### config.mk
export PLATFORM = sky130hd
export DESIGN_NAME = cnn_cfg_sequencer
export DESIGN_NICKNAME = d
export VERILOG_FILES = /design/src/rtl/cnn_pkg.sv /design/src/rtl/cnn_obi_txn.sv /design/src/rtl/cnn_cfg_sequencer.sv
export SDC_FILE = /design/constraint.sdc
export NUM_CORES = 1
export LEC_CHECK = 0
export ABC_AREA = 1
export BUFFER_PORTS_ARGS = -buffer_cell sky130_fd_sc_hd__buf_4
export CORE_MARGIN = 2
export CORE_UTILIZATION = 50
export CTS_CLUSTER_SIZE = 40
export DETAILED_ROUTE_END_ITERATION = 8
export PLACE_DENSITY = 0.85
export SYNTH_ARGS = -nofsm -noshare
export SYNTH_HDL_FRONTEND = slang
export SYNTH_SLANG_ARGS = --single-unit
### constraint.sdc
create_clock -name clk_i -period 2.1 [get_ports clk_i]
set_clock_uncertainty 0.05 [all_clocks]
set_input_delay 0.315 -clock clk_i [delete_from_list [all_inputs] [get_ports clk_i]]
set_output_delay 0.315 -clock clk_i [all_outputs]
set_load 0.01 [all_outputs]
### src/rtl/cnn_pkg.sv
// Shared definitions for the CNN accelerator: register map, OBI channel types and the
// configuration-sequencer state encoding.
package cnn_pkg;

    localparam int unsigned NUM_WEIGHTS = 9;
    localparam int unsigned NUM_STEPS   = NUM_WEIGHTS + 3;

    localparam logic [31:0] CTRL_OFFSET        = 32'h0000_0000;
    localparam logic [31:0] STATUS_OFFSET      = 32'h0000_0004;
    localparam logic [31:0] INPUT_BASE_OFFSET  = 32'h0000_0008;
    localparam logic [31:0] OUTPUT_BASE_OFFSET = 32'h0000_000C;
    localparam logic [31:0] WEIGHT_OFFSET      = 32'h0000_0010;

    localparam logic [31:0] CTRL_START = 32'h0000_0001;

    typedef struct packed {
        logic [31:0] addr;
        logic        we;
        logic [3:0]  be;
        logic [31:0] wdata;
        logic [0:0]  aid;
        logic [0:0]  user;
    } obi_a_chan_t;

    typedef struct packed {
        logic        req;
        obi_a_chan_t a;
    } obi_req_t;

    typedef struct packed {
        logic [31:0] rdata;
        logic [0:0]  rid;
        logic        err;
        logic [0:0]  r_optional;
    } obi_r_chan_t;

    typedef struct packed {
        logic        gnt;
        logic        rvalid;
        obi_r_chan_t r;
    } obi_rsp_t;

    typedef enum logic [2:0] {
        CFG_IDLE,
        CFG_WR_REQ,
        CFG_WR_RSP,
        CFG_POLL_REQ,
        CFG_POLL_RSP,
        CFG_DONE,
        CFG_ERR
    } cfg_state_t;

    function automatic logic [31:0] weight_offset(input int unsigned idx);
        return WEIGHT_OFFSET + 32'(4 * idx);
    endfunction

endpackage

### src/rtl/cnn_obi_txn.sv
// Single outstanding OBI transaction engine. The request is presented while go_i is held;
// ack_o pulses once the response phase completes (rvalid, or one cycle after a write grant).
module cnn_obi_txn
    import cnn_pkg::*;
(
    input  logic        clk_i,
    input  logic        rst_ni,
    input  logic        go_i,
    input  logic        we_i,
    input  logic [31:0] addr_i,
    input  logic [31:0] wdata_i,
    output obi_req_t    obi_req_o,
    input  obi_rsp_t    obi_rsp_i,
    output logic        ack_o,
    output logic [31:0] rdata_o,
    output logic        err_o
);

    logic pending_q, pending_d;
    logic we_q, we_d;
    logic unused_rsp;

    assign unused_rsp = ^{obi_rsp_i.r.rid, obi_rsp_i.r.r_optional};

    always_comb begin
        obi_req_o = '0;
        if (go_i) begin
            obi_req_o.req     = 1'b1;
            obi_req_o.a.addr  = addr_i;
            obi_req_o.a.we    = we_i;
            obi_req_o.a.be    = '1;
            obi_req_o.a.wdata = wdata_i;
        end
    end

    // The subordinate never answers writes, so a write is considered complete in the
    // cycle after its grant whether or not rvalid shows up there.
    assign ack_o   = pending_q && (obi_rsp_i.rvalid || we_q);
    assign err_o   = pending_q && obi_rsp_i.rvalid && obi_rsp_i.r.err;
    assign rdata_o = obi_rsp_i.r.rdata;

    always_comb begin
        pending_d = pending_q;
        we_d      = we_q;
        if (ack_o) begin
            pending_d = 1'b0;
        end
        if (go_i && obi_rsp_i.gnt) begin
            pending_d = 1'b1;
            we_d      = we_i;
        end
    end

    always_ff @(posedge clk_i or negedge rst_ni) begin
        if (!rst_ni) begin
            pending_q <= 1'b0;
            we_q      <= 1'b0;
        end else begin
            pending_q <= pending_d;
            we_q      <= we_d;
        end
    end

endmodule

### src/rtl/cnn_cfg_sequencer.sv
// OBI manager that programs one cnn_top job (weights, bases, CTRL) and then polls STATUS
// until the accelerator reports done, an OBI error occurs, or the poll budget runs out.
module cnn_cfg_sequencer
    import cnn_pkg::*;
#(
    parameter int unsigned DATA_WIDTH  = 8,
    parameter logic [31:0] AccelBase   = 32'h2000_0000,
    parameter int unsigned PollTimeout = 1024
) (
    input  logic                                   clk_i,
    input  logic                                   rst_ni,
    input  logic                                   start_i,
    input  logic [NUM_WEIGHTS-1:0][DATA_WIDTH-1:0] weights_i,
    input  logic [31:0]                            input_base_i,
    input  logic [31:0]                            output_base_i,
    output logic                                   busy_o,
    output logic                                   done_o,
    output logic                                   err_o,
    output obi_req_t                               mgr_obi_req_o,
    input  obi_rsp_t                               mgr_obi_rsp_i
);

    localparam int unsigned     CntW     = $clog2(PollTimeout + 1);
    localparam logic [CntW-1:0] PollLast = CntW'(PollTimeout - 1);
    localparam logic [3:0]      LastStep = 4'(NUM_STEPS - 1);

    cfg_state_t state_q, state_d;
    logic [3:0]      step_q, step_d;
    logic [CntW-1:0] poll_cnt_q, poll_cnt_d;
    logic [NUM_WEIGHTS-1:0][DATA_WIDTH-1:0] weights_q, weights_d;
    logic [31:0] in_base_q, in_base_d;
    logic [31:0] out_base_q, out_base_d;

    logic        txn_go, txn_we, txn_ack, txn_err;
    logic [31:0] txn_addr, txn_wdata, txn_rdata;
    logic        unused_rdata;

    logic [31:0] step_addr  [16];
    logic [31:0] step_wdata [16];

    // Address/data for every write step, indexed directly by step_q.
    genvar gi;
    generate
        for (gi = 0; gi < 16; gi++) begin : g_step
            if (gi < NUM_WEIGHTS) begin : g_weight
                assign step_addr[gi]  = AccelBase + weight_offset(gi);
                assign step_wdata[gi] = {{(32-DATA_WIDTH){weights_q[gi][DATA_WIDTH-1]}},
                                         weights_q[gi]};
            end else if (gi == NUM_WEIGHTS) begin : g_in_base
                assign step_addr[gi]  = AccelBase + INPUT_BASE_OFFSET;
                assign step_wdata[gi] = in_base_q;
            end else if (gi == NUM_WEIGHTS + 1) begin : g_out_base
                assign step_addr[gi]  = AccelBase + OUTPUT_BASE_OFFSET;
                assign step_wdata[gi] = out_base_q;
            end else if (gi == NUM_WEIGHTS + 2) begin : g_ctrl
                assign step_addr[gi]  = AccelBase + CTRL_OFFSET;
                assign step_wdata[gi] = CTRL_START;
            end else begin : g_spare
                assign step_addr[gi]  = '0;
                assign step_wdata[gi] = '0;
            end
        end
    endgenerate

    always_comb begin
        state_d    = state_q;
        step_d     = step_q;
        poll_cnt_d = poll_cnt_q;
        weights_d  = weights_q;
        in_base_d  = in_base_q;
        out_base_d = out_base_q;
        txn_go     = 1'b0;
        txn_we     = 1'b0;
        txn_addr   = '0;
        txn_wdata  = '0;

        unique case (state_q)
            CFG_IDLE: begin
                if (start_i) begin
                    weights_d  = weights_i;
                    in_base_d  = input_base_i;
                    out_base_d = output_base_i;
                    step_d     = '0;
                    poll_cnt_d = '0;
                    state_d    = CFG_WR_REQ;
                end
            end
            CFG_WR_REQ: begin
                txn_go    = 1'b1;
                txn_we    = 1'b1;
                txn_addr  = step_addr[step_q];
                txn_wdata = step_wdata[step_q];
                if (mgr_obi_rsp_i.gnt) begin
                    state_d = CFG_WR_RSP;
                end
            end
            CFG_WR_RSP: begin
                if (txn_err) begin
                    state_d = CFG_ERR;
                end else if (txn_ack) begin
                    if (step_q == LastStep) begin
                        poll_cnt_d = '0;
                        state_d    = CFG_POLL_REQ;
                    end else begin
                        step_d  = step_q + 4'd1;
                        state_d = CFG_WR_REQ;
                    end
                end
            end
            CFG_POLL_REQ: begin
                txn_go   = 1'b1;
                txn_addr = AccelBase + STATUS_OFFSET;
                if (mgr_obi_rsp_i.gnt) begin
                    state_d = CFG_POLL_RSP;
                end
            end
            CFG_POLL_RSP: begin
                if (txn_err) begin
                    state_d = CFG_ERR;
                end else if (txn_ack) begin
                    if (txn_rdata[0]) begin
                        state_d = CFG_DONE;
                    end else if (poll_cnt_q == PollLast) begin
                        state_d = CFG_ERR;
                    end else begin
                        poll_cnt_d = poll_cnt_q + CntW'(1);
                        state_d    = CFG_POLL_REQ;
                    end
                end
            end
            CFG_DONE: state_d = CFG_IDLE;
            CFG_ERR:  state_d = CFG_IDLE;
            default:  state_d = CFG_IDLE;
        endcase
    end

    always_ff @(posedge clk_i or negedge rst_ni) begin
        if (!rst_ni) begin
            state_q    <= CFG_IDLE;
            step_q     <= '0;
            poll_cnt_q <= '0;
            weights_q  <= '0;
            in_base_q  <= '0;
            out_base_q <= '0;
        end else begin
            state_q    <= state_d;
            step_q     <= step_d;
            poll_cnt_q <= poll_cnt_d;
            weights_q  <= weights_d;
            in_base_q  <= in_base_d;
            out_base_q <= out_base_d;
        end
    end

    assign busy_o = (state_q != CFG_IDLE) && (state_q != CFG_DONE) && (state_q != CFG_ERR);
    assign done_o = (state_q == CFG_DONE);
    assign err_o  = (state_q == CFG_ERR);

    assign unused_rdata = ^txn_rdata[31:1];

    cnn_obi_txn u_txn (
        .clk_i     (clk_i),
        .rst_ni    (rst_ni),
        .go_i      (txn_go),
        .we_i      (txn_we),
        .addr_i    (txn_addr),
        .wdata_i   (txn_wdata),
        .obi_req_o (mgr_obi_req_o),
        .obi_rsp_i (mgr_obi_rsp_i),
        .ack_o     (txn_ack),
        .rdata_o   (txn_rdata),
        .err_o     (txn_err)
    );

endmodule
==> results of run 1 <==
==> where the power goes <==
part	internal [uW]	switching [uW]
Combinational	2870	4040
Clock	1790	1260
Sequential	4370	607
Total	9030	5910
==> sequential cells by signal, summed over array words and instances (netlist names) <==
signal / flops
in_base_q: 32
out_base_q: 32
poll_cnt_q: 11
state_q: 3
step_q: 4
step_wdata: 72
u_txn.pending_q: 1
u_txn.we_q: 1
==> cell usage after synthesis, drive strengths merged <==
library cell	number
o21ai	137
nand3	66
ha	4
xor2	2
o211ai	8
nand4	3
nand3b	3
conb	1
xnor2	2
or2	1
a21oi	25
inv	143
clkbuf	20
nand2	369
nor3	4
nor2	50
dfrtp	156
mux2	53
a31oi	1
buf	73
==> repair_timing <==
| item | in CTS | in global routing |
|---|---|---|
| setup endpoints to repair | 37 | 38 |
| setup buffers | 8 | 10 |
| gates cloned | 5 | 0 |
| pin swaps | 6 | 8 |
| hold endpoints to repair | 40 | 0 |
| resized for setup | 56 | 38 |
| hold buffers | 1 | 0 |
==> worst max-delay path: cells and delay by family, from the launching register on <==
kind	cells	cell delay (ns)
buf+inv	4	0.56
flops	1	0.51
simple gates	4	0.35
compound gates	2	0.25
==> final timing paths <==
| path | to | slack [ns] | cells past startpoint |
|---|---|---|---|
| hold reg to reg | step_wdata[355] | 0.44 | 1 |
| setup reg to reg | step_q[2] | 0.07 | 8 |
| min in group asynchronous | step_q[1] | 0.34 | 2 |
| hold / removal | step_wdata[486] | 0.04 | 3 |
| setup / recovery | mgr_obi_req_o[10] | -0.38 | 10 |
| max in group asynchronous | step_wdata[256] | 0.99 | 3 |
==> per-layer routing <==
layer,routed length [microns],vias to the layer above
met5,0,-
met4,1100,0
met3,1790,92
met2,12400,426
met1,10400,3887
li1,-,3857
==> cell type report <==
type                            instances  area share
Multi-Input combinational cell        757       0.338
Clock inverter                         12      0.0118
Clock buffer                           20      0.0391
Timing Repair Buffer                  252       0.196
Tap cell                              220      0.0241
Sequential cell                       156       0.342
Inverter                              143      0.0488
==> cell usage in the layout (no fill, tap or decap), drive strengths merged <==
cell / synthesis / layout
o211ai: 8 / 8
o21ai: 137 / 137
xnor2: 2 / 2
ha: 4 / 4
dfrtp: 156 / 156
a31oi: 1 / 1
bufbuf: 0 / 4
nand3: 66 / 66
conb: 1 / 29
nand3b: 3 / 3
dlygate4sd3: 0 / 1
bufinv: 0 / 2
nor2: 50 / 50
nor3: 4 / 4
clkbuf: 20 / 20
buf: 73 / 247
nand4: 3 / 3
clkinvlp: 0 / 6
clkinv: 0 / 3
xor2: 2 / 2
mux2: 53 / 53
nand2: 369 / 369
a21oi: 25 / 25
or2: 1 / 1
inv: 143 / 144
==> logic make-up after synthesis <==
kind of cell | Yosys count | share of synthesized area
other | 1 | 0.000437
AO/OA/AOI/OAI | 171 | 0.102
adder cells (fa/ha/maj) | 4 | 0.00583
AND/OR/NAND/NOR | 496 | 0.234
XOR/XNOR | 4 | 0.00408
flip-flops | 156 | 0.455
buffers and inverters | 236 | 0.129
multiplexers | 53 | 0.0696
==> through the flow <==
stage	cells	utilization
after global routing	1560	0.684
after detailed placement	1506	0.615
after CTS	1551	0.671
final	1560	0.684
after global placement	1506	0.615
after floorplan	1149	-
==> flow_summary.ini, run 1 <==
[drt]
route.detailed.drc = 0
viasPerCell = 5.30
wirelength_microns = 25700
wire_per_inst_microns = 16.5
firstDrtPassIters = 6
initialDrtViolationCount = 685
final_antenna_net_count = 0
vias = 8262

[pwr]
leakage_uw = 0.00583
p_per_area_nw_per_um2 = 1310
power_uw = 14900
ir_worst_vdd_v = 0.00157

[job]
max-cap-violations = 0

[synthesis]
synth_seq_cells = 156
yosys_warnings = 0
synth_area_per_cell_sq_um = 7.65
syn-cell-area_sq_um = 8580
synthCells = 1121
yosysTopAreaCell = dfrtp_1
yosysTopAreaCellShare = 0.455
yosys-top-cells-area = dfrtp_1, nand2_1, o21ai_0, inv_1, mux2_1
ys_types = 30
ys_seq_area_frac = 0.455

[clock_network]
cts_max_level = 4
root_buffer = clkbuf_16
clk_pin_slew_ns = 0.07
clk_latency_ns = 0.43
cts_tree = done
cts_buffers = 17
cts_sinks = 156
clockBufferDepth = 2

[worst_setup_path]
crit_path_end_kind = primary output
crit_chain = buf_12, a21oi_2, o21ai_0, nand2_1, nand2_2, buf_12, nand3_1, nand2_1, inv_1, buf_4
worstPathRequired_ns = 1.74
slowest_delay_ns = 0.51
crit_slowest_cell = dfrtp_2
arrival_ns = 2.11
crit_start = step_q[0]
critPathLaunchType = flop
path_max_fanout = 25
r2r-start = step_q[1]
worstSetupPathType = reg2out

[timing]
slew_violations = 0
final.setup.worst_slack_ns = -0.376
finalHoldViolCount = 0
hold_slack_ns = 0.0439
fmax_mhz = 404
period_needed_ns = 2.48
rsz0062_at_grt = yes
final.setup.tns_ns = -11.23
period_share = 1.18
setup_violations = 37

[placement]
dp_worst_setup_slack_ns = -0.0162
place_area_sq_um = 10300
gp_congestion = 0.911
portBuffers = 188
place_hpwl_microns = 16400

[global_route]
grt_pass1_vias = 7970
overflow = 0
grt_start_max_net_pins = 95
met2_usage = 0.459
met1_usage = 0.347
met3_usage = 0.0529
antenna_found_initial = 0
grt.busiest_layer = met2
grt_util_all_layers = 0.275
grt_pass1_wl_microns = 39300

[outcome]
violations = setup timing
status = finished with violations

[finish]
num-nets-final = 1507
fin_area_sq_um = 11400
insertedDiodeCount = 0
area.growth.synth_to_final_pct = 33.1
multi_input_area_sq_um = 3860
register_area_sq_um = 3910
drive_gt1_frac = 0.267
fill_cells = 1243

[floorplanning]
start_util = 0.514
die_h_microns = 135
core_area_sq_um = 16700
num_io_pins = 251
die-area_sq_um = 18200
fp-row-count = 47
die_width_microns = 135

[worst_hold_path]
worstHoldStart = weights_i[6]
hold_class = in2reg
Note: power is estimated with default switching activity, not from simulation.
==> inputs of run 2 (changes only) <==
Settings changed: CORE_UTILIZATION 50 to 48.
Clock period 2.1 ns to 2 ns, I/O delays scaled along.
==> flow_summary.ini, run 2 (same netlist as run 1, synthesis figures left out) <==
[finish]
drive_gt1_frac = 0.322
fill_cells = 1211
multi_input_area_sq_um = 4070
layout_common_cells = nand2_1, buf_4, dfrtp_1
register_area_sq_um = 3910
instances_no_fill = 1597
largest_reg_flops = 72
final_common_cell = nand2_1
num-nets-final = 1538
area.growth.synth_to_final_pct = 42.2

[global_route]
grt_util_all_layers = 0.271
overflow = 0
grt_pass1_wl_microns = 39500
antenna_found_initial = 0
grt_pass1_vias = 7964
grt_start_max_net_pins = 52

[clock_network]
clk_pin_slew_ns = 0.07
cts_tree = done
cts_max_level = 4
root_buffer = clkbuf_16
cts_buffers = 17
clockBufferDepth = 2
cts_sinks = 156
clk_latency_ns = 0.43

[worst_setup_path]
worstPathRequired_ns = 1.65
crit_chain = buf_6, buf_4, o21ai_1, nand2_1, nand2_4, clkbuf_16, nand3_1, nand2_1, inv_2, buf_6
reg2reg_depth = 12
path_max_fanout = 6
crit_path_end_kind = primary output
rrSetupSlack_ns = -0.02
critPathLaunchType = flop
reg2reg_to = poll_cnt_q[8]
arrival_ns = 2.13
slowest_delay_ns = 0.41
worstSetupPathType = reg2out
crit_slowest_cell = dfrtp_1
r2r-start = step_q[0]

[pwr]
p_per_area_nw_per_um2 = 1420
ir_worst_vdd_v = 0.000881
leakage_uw = 0.00620

[timing]
finalHoldViolCount = 0
slew_violations = 0
final.setup.worst_slack_ns = -0.478
final.setup.tns_ns = -14.54
fmax_mhz = 404
rsz0062_at_grt = yes
period_share = 1.24
period_needed_ns = 2.48
setup_violations = 42

[drt]
firstDrtPassIters = 6
initialDrtViolationCount = 812
vias = 8625
final_antenna_net_count = 0
viasPerCell = 5.40
wire_per_inst_microns = 17.5
wirelength_microns = 27900
route.detailed.drc = 0

[worst_hold_path]
holdPathStages = 3
holdPathEnd = step_wdata[224]
hold_class = in2reg
worstHoldStart = weights_i[64]

[floorplanning]
die-area_sq_um = 19000
die_h_microns = 138
core_area_sq_um = 17400
start_util = 0.494
num_io_pins = 251
die_width_microns = 138
fp-row-count = 48

[placement]
portBuffers = 188
gp_congestion = 0.864
place_hpwl_microns = 16900
placedCellCount = 1516
dp_worst_setup_slack_ns = -0.00486

[job]
max-cap-violations = 0

[outcome]
violations = setup timing
status = finished with violations
-- run 2: cell type report --
class / count / share of cell area
inverters: 143 / 0.0466
flip-flops and latches: 156 / 0.320
clock buffers: 19 / 0.0355
repair buffers: 283 / 0.225
multi-input cells: 757 / 0.334
clock inverters: 13 / 0.0155
diodes: 1 / 0.000205
well taps: 225 / 0.0231
-- run 2: worst max-delay path, delay by kind of cell, from the launching register on --
kind | cells | cell delay, ns
simple gates | 4 | 0.47
compound gates | 1 | 0.16
buf+inv | 5 | 0.65
flops | 1 | 0.41
-- run 2: power by group --
group,internal [uW],switching [uW]
registers,4590,648
logic,3850,4840
clock network,2100,1340
total,10500,6820
-- run 2: how the worst max path moves through the flow --
stage                        endpoint      start  cells after the start
global placement    mgr_obi_req_o[14]  step_q[0]                     12
global route        mgr_obi_req_o[19]  step_q[0]                     10
CTS                 mgr_obi_req_o[14]  step_q[0]                     12
detailed placement  mgr_obi_req_o[18]  step_q[0]                     10
floorplan           mgr_obi_req_o[43]  step_q[1]                      7
finish              mgr_obi_req_o[18]  step_q[0]                     10
-- run 2: timing repair --
action                                 4_1_cts  5_1_grt
gates cloned                                 5        8
pin swaps                                   16       37
hold buffers                                 1        0
endpoints found under the hold margin       37        0
setup endpoints to repair                   38       38
resized for setup                           80      120
setup buffers                               16       25
-- run 2: metrics by stage --
| stage | utilization | instance area (sq um) | hold WS [ns] | total power (uW) |
|---|---|---|---|---|
| floorplan | - | 8680 | -0.0456 | 9440 |
| global placement | 0.598 | 10400 | 0.184 | 11600 |
| detailed placement | 0.598 | 10400 | 0.187 | 11900 |
| CTS | 0.663 | 11500 | 0.0174 | 16100 |
| global route | 0.703 | 12200 | 0.0266 | 18400 |
| finish | 0.703 | 12200 | 0.0306 | 17400 |
-- run 2: per-layer routing --
layer | GRT usage | vias up | routed length [microns]
li1 | - | 3932 | -
met1 | 0.341 | 4106 | 10500
met2 | 0.459 | 478 | 14100
met3 | 0.0500 | 109 | 2180
met4 | 0.113 | 0 | 1180
met5 | 0 | - | 0
